[config.mk]
export PLATFORM = sky130hd
export DESIGN_NAME = run_sequencer
export DESIGN_NICKNAME = d
export VERILOG_FILES = /design/src/rtl/run_seq_pkg.sv /design/src/rtl/run_sequencer_cycle_counter.sv /design/src/rtl/run_sequencer.sv
export SDC_FILE = /design/constraint.sdc
export NUM_CORES = 1
export LEC_CHECK = 0
export ABC_CLOCK_PERIOD_IN_PS = 3700
export CORE_ASPECT_RATIO = 1.75
export CORE_MARGIN = 2
export CORE_UTILIZATION = 44
export DETAILED_ROUTE_END_ITERATION = 10
export GPL_ROUTABILITY_DRIVEN = 0
export HOLD_SLACK_MARGIN = 0.12
export PLACE_DENSITY = 0.62
export SYNTH_ARGS = -nofsm -noshare
export SYNTH_HDL_FRONTEND = slang
export SYNTH_SLANG_ARGS = --single-unit
[constraint.sdc]
create_clock -name clk -period 3.7 [get_ports clk]
set_input_delay 0.37 -clock clk [delete_from_list [all_inputs] [get_ports clk]]
set_output_delay 0.37 -clock clk [all_outputs]
set_load 0.03 [all_outputs]
[src/rtl/run_seq_pkg.sv]
// Shared types for the run sequencer: the FSM state encoding and the packed
// response record handed back to the host harness.
package run_seq_pkg;

  localparam int PW_DEF = 2;
  localparam int CW_DEF = 16;

  typedef enum logic [2:0] {
    IDLE   = 3'd0,
    CRST   = 3'd1,
    START  = 3'd2,
    RUN    = 3'd3,
    REPORT = 3'd4
  } run_state_t;

  typedef struct packed {
    logic [PW_DEF-1:0] prog;
    logic [CW_DEF-1:0] cycles;
    logic              timeout;
    logic              err;
  } run_rsp_t;

endpackage

[src/rtl/run_sequencer_cycle_counter.sv]
// Saturating up-counter with synchronous clear; hit flags that the count
// about to be reached on this edge (count+1) equals LIMIT.
module cycle_counter #(
  parameter int            CW    = 16,
  parameter logic [CW-1:0] LIMIT = 1
) (
  input  logic          clk,
  input  logic          reset,
  input  logic          clr,
  input  logic          en,
  output logic [CW-1:0] count,
  output logic          hit
);

  logic [CW:0] count_plus;

  // Extra bit keeps the comparison honest once the count sits at all-ones.
  assign count_plus = {1'b0, count} + {{CW{1'b0}}, 1'b1};
  assign hit        = (count_plus == {1'b0, LIMIT});

  always_ff @(posedge clk or negedge reset) begin
    if (!reset) begin
      count <= '0;
    end else if (clr) begin
      count <= '0;
    end else if (en && !(&count)) begin
      count <= count_plus[CW-1:0];
    end
  end

endmodule

[src/rtl/run_sequencer.sv]
// Launch controller for the CPU core: resets it, holds start for a setup
// window, times the run until done or timeout, and returns one result record.
module run_sequencer
  import run_seq_pkg::*;
#(
  parameter int NPROG        = 3,
  parameter int PW           = 2,
  parameter int CW           = 16,
  parameter int START_CYCLES = 2,
  parameter int TIMEOUT      = 4095
) (
  input  logic          clk,
  input  logic          reset,
  input  logic          req_valid,
  output logic          req_ready,
  input  logic [PW-1:0] req_prog,
  output logic          cpu_reset,
  output logic          cpu_start,
  output logic [PW-1:0] cpu_prog,
  input  logic          cpu_done,
  output logic          rsp_valid,
  input  logic          rsp_ready,
  output logic [PW-1:0] rsp_prog,
  output logic [CW-1:0] rsp_cycles,
  output logic          rsp_timeout,
  output logic          rsp_err
);

  localparam logic [PW:0]   NPROG_W     = (PW+1)'(NPROG);
  localparam logic [CW-1:0] START_LIM   = CW'(START_CYCLES);
  localparam logic [CW-1:0] TIMEOUT_LIM = CW'(TIMEOUT);

  run_state_t    state, next_state;
  logic [CW-1:0] start_count_unused;
  logic [CW-1:0] run_count, run_next;
  logic          start_hit, run_hit;
  logic          accept, bad_prog;

  assign accept   = (state == IDLE) && req_valid;
  assign bad_prog = ({1'b0, req_prog} >= NPROG_W);
  assign run_next = (&run_count) ? run_count : run_count + {{(CW-1){1'b0}}, 1'b1};

  cycle_counter #(.CW(CW), .LIMIT(START_LIM)) start_ctr (
    .clk   (clk),
    .reset (reset),
    .clr   (state != START),
    .en    (state == START),
    .count (start_count_unused),
    .hit   (start_hit)
  );

  cycle_counter #(.CW(CW), .LIMIT(TIMEOUT_LIM)) run_ctr (
    .clk   (clk),
    .reset (reset),
    .clr   (state != RUN),
    .en    (state == RUN),
    .count (run_count),
    .hit   (run_hit)
  );

  always_comb begin
    next_state = state;
    case (state)
      IDLE:    if (req_valid) next_state = bad_prog ? REPORT : CRST;
      CRST:    next_state = START;
      START:   if (start_hit) next_state = RUN;
      RUN:     if (cpu_done || run_hit) next_state = REPORT;
      REPORT:  if (rsp_ready) next_state = IDLE;
      default: next_state = IDLE;
    endcase
  end

  // Control outputs are decoded from the next state so they change with the state register.
  always_ff @(posedge clk or negedge reset) begin
    if (!reset) begin
      state     <= IDLE;
      req_ready <= 1'b1;
      cpu_reset <= 1'b1;
      cpu_start <= 1'b0;
      rsp_valid <= 1'b0;
    end else begin
      state     <= next_state;
      req_ready <= (next_state == IDLE);
      cpu_reset <= (next_state == IDLE) || (next_state == CRST);
      cpu_start <= (next_state == START);
      rsp_valid <= (next_state == REPORT);
    end
  end

  // Done takes priority over the timeout when both land on the same edge.
  always_ff @(posedge clk or negedge reset) begin
    if (!reset) begin
      cpu_prog    <= '0;
      rsp_prog    <= '0;
      rsp_cycles  <= '0;
      rsp_timeout <= 1'b0;
      rsp_err     <= 1'b0;
    end else if (accept) begin
      cpu_prog    <= req_prog;
      rsp_prog    <= req_prog;
      rsp_cycles  <= '0;
      rsp_timeout <= 1'b0;
      rsp_err     <= bad_prog;
    end else if (state == RUN) begin
      if (cpu_done) begin
        rsp_cycles <= run_next;
      end else if (run_hit) begin
        rsp_cycles  <= TIMEOUT_LIM;
        rsp_timeout <= 1'b1;
      end
    end
  end

endmodule

==> results of run 1 <==
[kinds of logic (layout without fill, tap and decap cells)]
family	Yosys count	in the layout	share of synthesized area
AOI/OAI and AO/OA	88	88	0.178
xor gates and xnor gates	27	27	0.0743
adders and majority gates	4	4	0.0157
buffers and inverters	32	57	0.0452
DFF	59	59	0.465
muxes	1	1	0.00315
and+or+nand+nor	131	131	0.219
[cell usage after synthesis (4+ instances only)]
| cell type | number | share of area |
|---|---|---|
| nor4_1 | 6 | 0.012 |
| a22oi_1 | 4 | 0.0094 |
| nand3_1 | 15 | 0.024 |
| nor2_1 | 19 | 0.022 |
| a22o_1 | 10 | 0.028 |
| xnor2_1 | 19 | 0.052 |
| a21oi_1 | 39 | 0.061 |
| dfrtp_1 | 57 | 0.45 |
| o21ai_0 | 12 | 0.019 |
| buf_2 | 7 | 0.011 |
| nor3_1 | 8 | 0.013 |
| inv_1 | 7 | 0.0083 |
| ha_1 | 4 | 0.016 |
| and3_1 | 5 | 0.0098 |
| nand4_1 | 5 | 0.0098 |
| nand2_1 | 42 | 0.050 |
| xor2_1 | 8 | 0.022 |
| nand3b_1 | 4 | 0.0094 |
| clkbuf_1 | 11 | 0.013 |
[registers in the layout (all words and copies together) (netlist names)]
name             cells
rsp_prog             2
rsp_valid            1
req_ready            1
start_ctr.count     16
rsp_timeout          1
rsp_cycles          16
cpu_start            1
rsp_err              1
run_ctr.count       16
cpu_reset            1
state                3
[repair_timing]
action / in CTS / in global routing
setup buffers: 0 / 0
resized for setup: 0 / 0
endpoints found under the hold margin: 27 / 0
hold buffers: 1 / 0
[power breakdown]
group | internal, mW | switching (mW) | total (mW)
Combinational | 0.316 | 0.479 | 0.795
Clock | 0.487 | 0.273 | 0.759
Sequential | 0.765 | 0.0999 | 0.865
Total | 1.57 | 0.852 | 2.42
[final timing paths]
path,startpoint,endpoint,cells after the start
worst max-delay path,run_ctr.count[0],rsp_cycles[6],6
worst min-delay path,rsp_err,rsp_err,1
worst max register to register,run_ctr.count[0],rsp_cycles[6],6
worst min register to register,rsp_err,rsp_err,1
max in group asynchronous,reset,start_ctr.count[5],3
min in group asynchronous,reset,cpu_start,2
[layer usage]
metal / up-vias / share of wire / routed length (µm)
li1: 1261 / - / -
met1: 1248 / 0.40 / 2920
met2: 47 / 0.54 / 4000
met3: 18 / 0.026 / 188
met4: 0 / 0.034 / 247
met5: - / 0 / 0
[cell type report]
class | count | area, µm²
clock inverter | 2 | 10.0
multi-input combinational | 251 | 1560
tap | 86 | 108
timing repair buffer | 34 | 333
sequential | 59 | 1480
clock buffer | 14 | 264
fill | 683 | 3350
inverter | 7 | 26.3
==> metrics.md, run 1 <==
| Metric | Value |
|---|---|
| Die height | `116 µm` |
| Endpoints failing setup | `0` |
| Residual DRC | `0` |
| Final std cells w/o fill | `453` |
| Core ar. | `7130 µm²` |
| Max clock buf depth | `2` |
| RSZ-0062 raised after global routing | `false` |
| Crit start category | `flip-flop` |
| Leakage | `1.58 nW` |
| PwrDens | `640 nW/µm²` |
| Pin count of the biggest net entering global routing | `31` |
| I/O Buffers | `32` |
| CTS HTree Levels | `3` |
| Family with the most delay on the worst path | `simple AND/OR/NAND/NOR gates` |
| Mean post-synth cell area | `9.30 µm²` |
| Nets | `373` |
| Library cells used by synthesis | `57` |
| PnR worst setup slack | `926 ps` |
| CTS tree | `yes` |
| CTS Buf Count | `9` |
| Root Buffer | `clkbuf_16` |
| Share of layout cells above drive strength 1 | `0.0790` |
| Routed Antenna Nets | `0` |
| Die area | `7950 µm²` |
| Seq/Total Area, Yosys | `0.465` |
| Yosys warning count | `0` |
| Grt met1 use | `0.215` |
| Vias in the first global route | `2516` |
| Met3 Use GR | `0.0511` |
| Commonest non-fill, non-tap cell in the layout | `dfrtp_1` |
| Peak supply drop | `0.279 mV` |
| Worst path bufs/invs | `0` |
| Clock Skews | `6.84 ps` |
| Critical Path Sink Type | `flip-flop` |
| Final Cycle Share | `0.750` |
| Synthesized flop and latch total | `59` |
| Post-Layout Inst Area | `3780 µm²` |
| CP required | `3940 ps` |
| Most frequent cells in the layout | `dfrtp_1, nand2_1, a21oi_1` |
| Drt total wl | `7.36 mm` |
| Final Hold Vio Count | `0` |
| Asr flop ratio synth | `1.00` |
| Max-cap violations | `0` |
| Outcome | `finished clean` |
| DRT iter0 DRCs | `52` |
| Worst path max stage delay | `910 ps` |
| Setup WS pre-CTS | `948 ps` |
| Clock sink count | `59` |
| Syn Nets | `353` |
| Hold_ws | `497 ps` |
| Inst Count DP | `436` |
| Final Util | `0.530` |
| Least-Margin Pin Slew | `896 ps` |
| Arr. time, crit path | `3020 ps` |
| Post-synth EDFFs | `0` |
| Area grow syn2layout | `18.8%` |
| Global route hottest layer | `met2` |
| Fin. max-slew vios | `0` |
| Global-route wire length before repair | `12.0 mm` |
| Min-Delay Path Class | `reg2reg` |
| Die Wd | `68.3 µm` |
| Dpl hpwl | `5.40 mm` |
| Worst slew margin | `0.401` |
| Sum Neg Setup Slack | `0 ps` |
| Io pins | `33` |
| Fmax | `0.360 GHz` |
| Primary FF master, synth | `dfrtp_1` |
| Total power | `2.42 mW` |
| Routed vias | `2574` |
| Reg clk slew, reported paths | `50 ps` |
| CP max-delay cell | `or4_1` |
| Antenna cells | `0` |
| Global route overflow | `0` |
| Synth Cell Area | `3180 µm²` |
| Crit-path max FO | `16` |
| Placed cell area | `3490 µm²` |
| Routing usage on met2 | `0.370` |
| Total track usage | `0.206` |
| Setup CP Type | `reg2reg` |
| Critical-path cell list | `ha_1 -> nand3_1 -> or4_1 -> and3_1 -> a22o_1 -> a21oi_1` |
| Clk_lat worst skew | `330 ps` |
| WL/cell | `16.3 µm` |
| 1st-pass router iterations | `4` |
| Vias/cell | `5.68` |
| Row count | `41` |
| Cell count after synthesis | `342` |
| Minimum clock period | `2770 ps` |
| Register-to-register path setup slack | `930 ps` |
| Initial antenna violation count | `0` |
| Initial Utilization | `0.446` |
Power figures use the tool's default switching activity.
==> run 2, diff against run 1 <==
- ABC_CLOCK_PERIOD_IN_PS: 3700 -> 2300
- PLACE_DENSITY: 0.62 -> 0.65
- clock period: 3.7 -> 2.3 ns (I/O delays scaled with it)
==> run 2 against run 1 <==
The run now ends with setup timing left. Largest power group is now the clock network. Worst setup slack got worse by 990 ps. Critical endpoint unchanged. Hold slack got worse by 35 ps. Clock-buffer cell count fell by 2. Final area rose by 15%. Largest cell class unchanged. Combinational power rose by 92%. Non-clock buffer count rose by 41.
==> metrics.md, run 2 (synthesis results as in run 1) <==
| Metric | Value |
|---|---|
| Final std cells w/o fill | `494 (+9.1%)` |
| Launch point of the worst reg-to-reg path | `run_ctr.count[0]` |
| Least-Margin Pin Slew | `751 ps (-145 ps)` |
| Worst slew margin | `0.499 (+0.0983)` |
| Peak supply drop | `0.691 mV (+150%)` |
| Reg2reg path depth | `10 (+4)` |
| Core ar. | `7130 µm² (unchanged)` |
| WL/cell | `16.4 µm (+1.1%)` |
| Initial antenna violation count | `0 (unchanged)` |
| Pin count of the biggest net entering global routing | `60 (+94%)` |
| Clock sink count | `59 (unchanged)` |
| Min-Delay Path Class | `in2reg` |
| Fmax | `0.423 GHz (+17%)` |
| Reg clk slew, reported paths | `50 ps (about the same)` |
| Die Wd | `68.3 µm (unchanged)` |
| Fin. max-slew vios | `0 (unchanged)` |
| CTS HTree Levels | `3 (unchanged)` |
| HP Start | `req_prog[0]` |
| Max-cap violations | `0 (unchanged)` |
| Leakage | `1.86 nW (+18%)` |
| CTS Buf Count | `9 (unchanged)` |
| Root Buffer | `clkbuf_16` |
| Final Cycle Share | `1.03 (+0.277)` |
| Total power | `4.49 mW (+85%)` |
| Crit-path max FO | `6 (-10)` |
| Register-to-register path setup slack | `-60 ps (-990 ps)` |
| Hold_ws | `462 ps (-35.1 ps)` |
| Setup CP Type | `reg2reg` |
| RSZ-0062 raised after global routing | `true` |
| Residual DRC | `0 (unchanged)` |
| CP required | `2570 ps (-1370 ps)` |
| Area grow syn2layout | `36.3%` |
| Hold path depth | `3 (+2)` |
| Sum Neg Setup Slack | `-419 ps (-419 ps)` |
| Routed vias | `2789 (+8.4%)` |
| Nets | `414 (+11%)` |
| Endpoints failing setup | `14 (+14)` |
| Filler cell count | `603 (-12%)` |
| Arr. time, crit path | `2630 ps (-390 ps)` |
| PnR worst setup slack | `-62.3 ps (-988 ps)` |
| DRT iter0 DRCs | `134 (+160%)` |
| Vias in the first global route | `2808 (+12%)` |
| Io pins | `33 (unchanged)` |
| CTS tree | `yes` |
| Most frequent cells in the layout | `dfrtp_1, nand2_1, buf_4` |
| 1st-pass router iterations | `4 (unchanged)` |
| Global-route wire length before repair | `13.0 mm (+8.5%)` |
| Minimum clock period | `2360 ps (-412 ps)` |
| Outcome | `finished, violations left` |
| Critical Path Sink Type | `flip-flop` |
| Share of layout cells above drive strength 1 | `0.235 (+0.156)` |
| Dpl hpwl | `5.66 mm (+4.7%)` |
| Die area | `7950 µm² (unchanged)` |
| Biggest regs | `rsp_cycles x16, run_ctr.count x16, start_ctr.count x16` |
| PwrDens | `1030 nW/µm² (+62%)` |
| Failing checks | `setup timing` |
| Clock Skews | `5.28 ps (-1.56 ps)` |
| Initial Utilization | `0.446 (unchanged)` |
| Final Hold Vio Count | `0 (unchanged)` |
| Crit start category | `flip-flop` |
| Drt total wl | `8.11 mm (+10%)` |
| Vias/cell | `5.65 (-0.64%)` |
| Antenna cells | `0 (unchanged)` |
| Commonest non-fill, non-tap cell in the layout | `dfrtp_1` |
| WHS Endpoint | `rsp_prog[0]` |
| Total track usage | `0.221 (+0.0152)` |
| Routed Antenna Nets | `0 (unchanged)` |
| I/O Buffers | `32 (unchanged)` |
| Global route overflow | `0 (unchanged)` |
| Inst Count DP | `474 (+8.7%)` |
| Critical R2R Capture | `rsp_cycles[6]` |
| Die height | `116 µm (unchanged)` |
| Clk_lat worst skew | `330 ps (about the same)` |
| Row count | `41 (unchanged)` |
| Max clock buf depth | `2 (unchanged)` |
## run 2: worst max path at each step
stage                                   from             end  slack [ps]  cells past startpoint
after floorplan           start_ctr.count[0]       cpu_start          30                      8
after global placement      run_ctr.count[0]  rsp_cycles[14]         -20                      8
after detailed placement    run_ctr.count[0]  rsp_cycles[12]         -90                      8
after CTS                   run_ctr.count[0]   rsp_cycles[5]          10                     10
after global routing        run_ctr.count[0]   rsp_cycles[7]        -200                     10
final                       run_ctr.count[0]   rsp_cycles[6]         -60                     10
## run 2: what timing repair did
item                                   in CTS  in global routing
gates resized for setup                     7                 29
endpoints found under the hold margin      57                  0
gates cloned                                0                  1
buffers inserted                            2                  1
hold buffers                                1                  0
pin swaps                                   1                 12
setup endpoints to repair                  19                 22
## run 2: final cells by class
type | instances | area, µm² | share of cell area
Timing Repair Buffer | 75 | 674 | 0.156
Multi-Input combinational cell | 251 | 1690 | 0.389
Sequential cell | 59 | 1480 | 0.341
Inverter | 7 | 28.8 | 0.00664
Clock inverter | 4 | 95.1 | 0.0219
Tap cell | 86 | 108 | 0.0248
Clock buffer | 12 | 267 | 0.0615
## run 2: layer usage
| layer | track usage | up-vias | share of wire |
|---|---|---|---|
| met1 | 0.240 | 1341 | 0.37 |
| met5 | 0 | - | 0 |
| met3 | 0.0549 | 23 | 0.040 |
| met4 | 0.101 | 0 | 0.032 |
| met2 | 0.392 | 84 | 0.56 |
| li1 | - | 1341 | - |
## run 2: metrics by stage
step           worst slack [ps]   util  instance area, µm²
6_report                  -62.3  0.608                4340
5_1_grt                    -204  0.608                4340
4_1_cts                    11.2  0.590                4200
3_5_place_dp              -88.0  0.532                3790
3_3_place_gp              -23.9  0.532                3790
2_1_floorplan              26.9      -                3180
## run 2: worst max-delay path, stage by stage, from the launching register on
cell	delay, ps
dfrtp_1	400
buf_6	140
inv_4	50
ha_4	110
nand2_2	40
or4_4	520
a211oi_4	240
nor4b_4	330
a21oi_4	160
clkbuf_16	190
a21oi_2	120
## run 2: power breakdown
group	switching, mW	internal [mW]
logic	0.882	0.645
registers	0.119	1.23
clock network	0.467	1.14
total	1.47	3.02
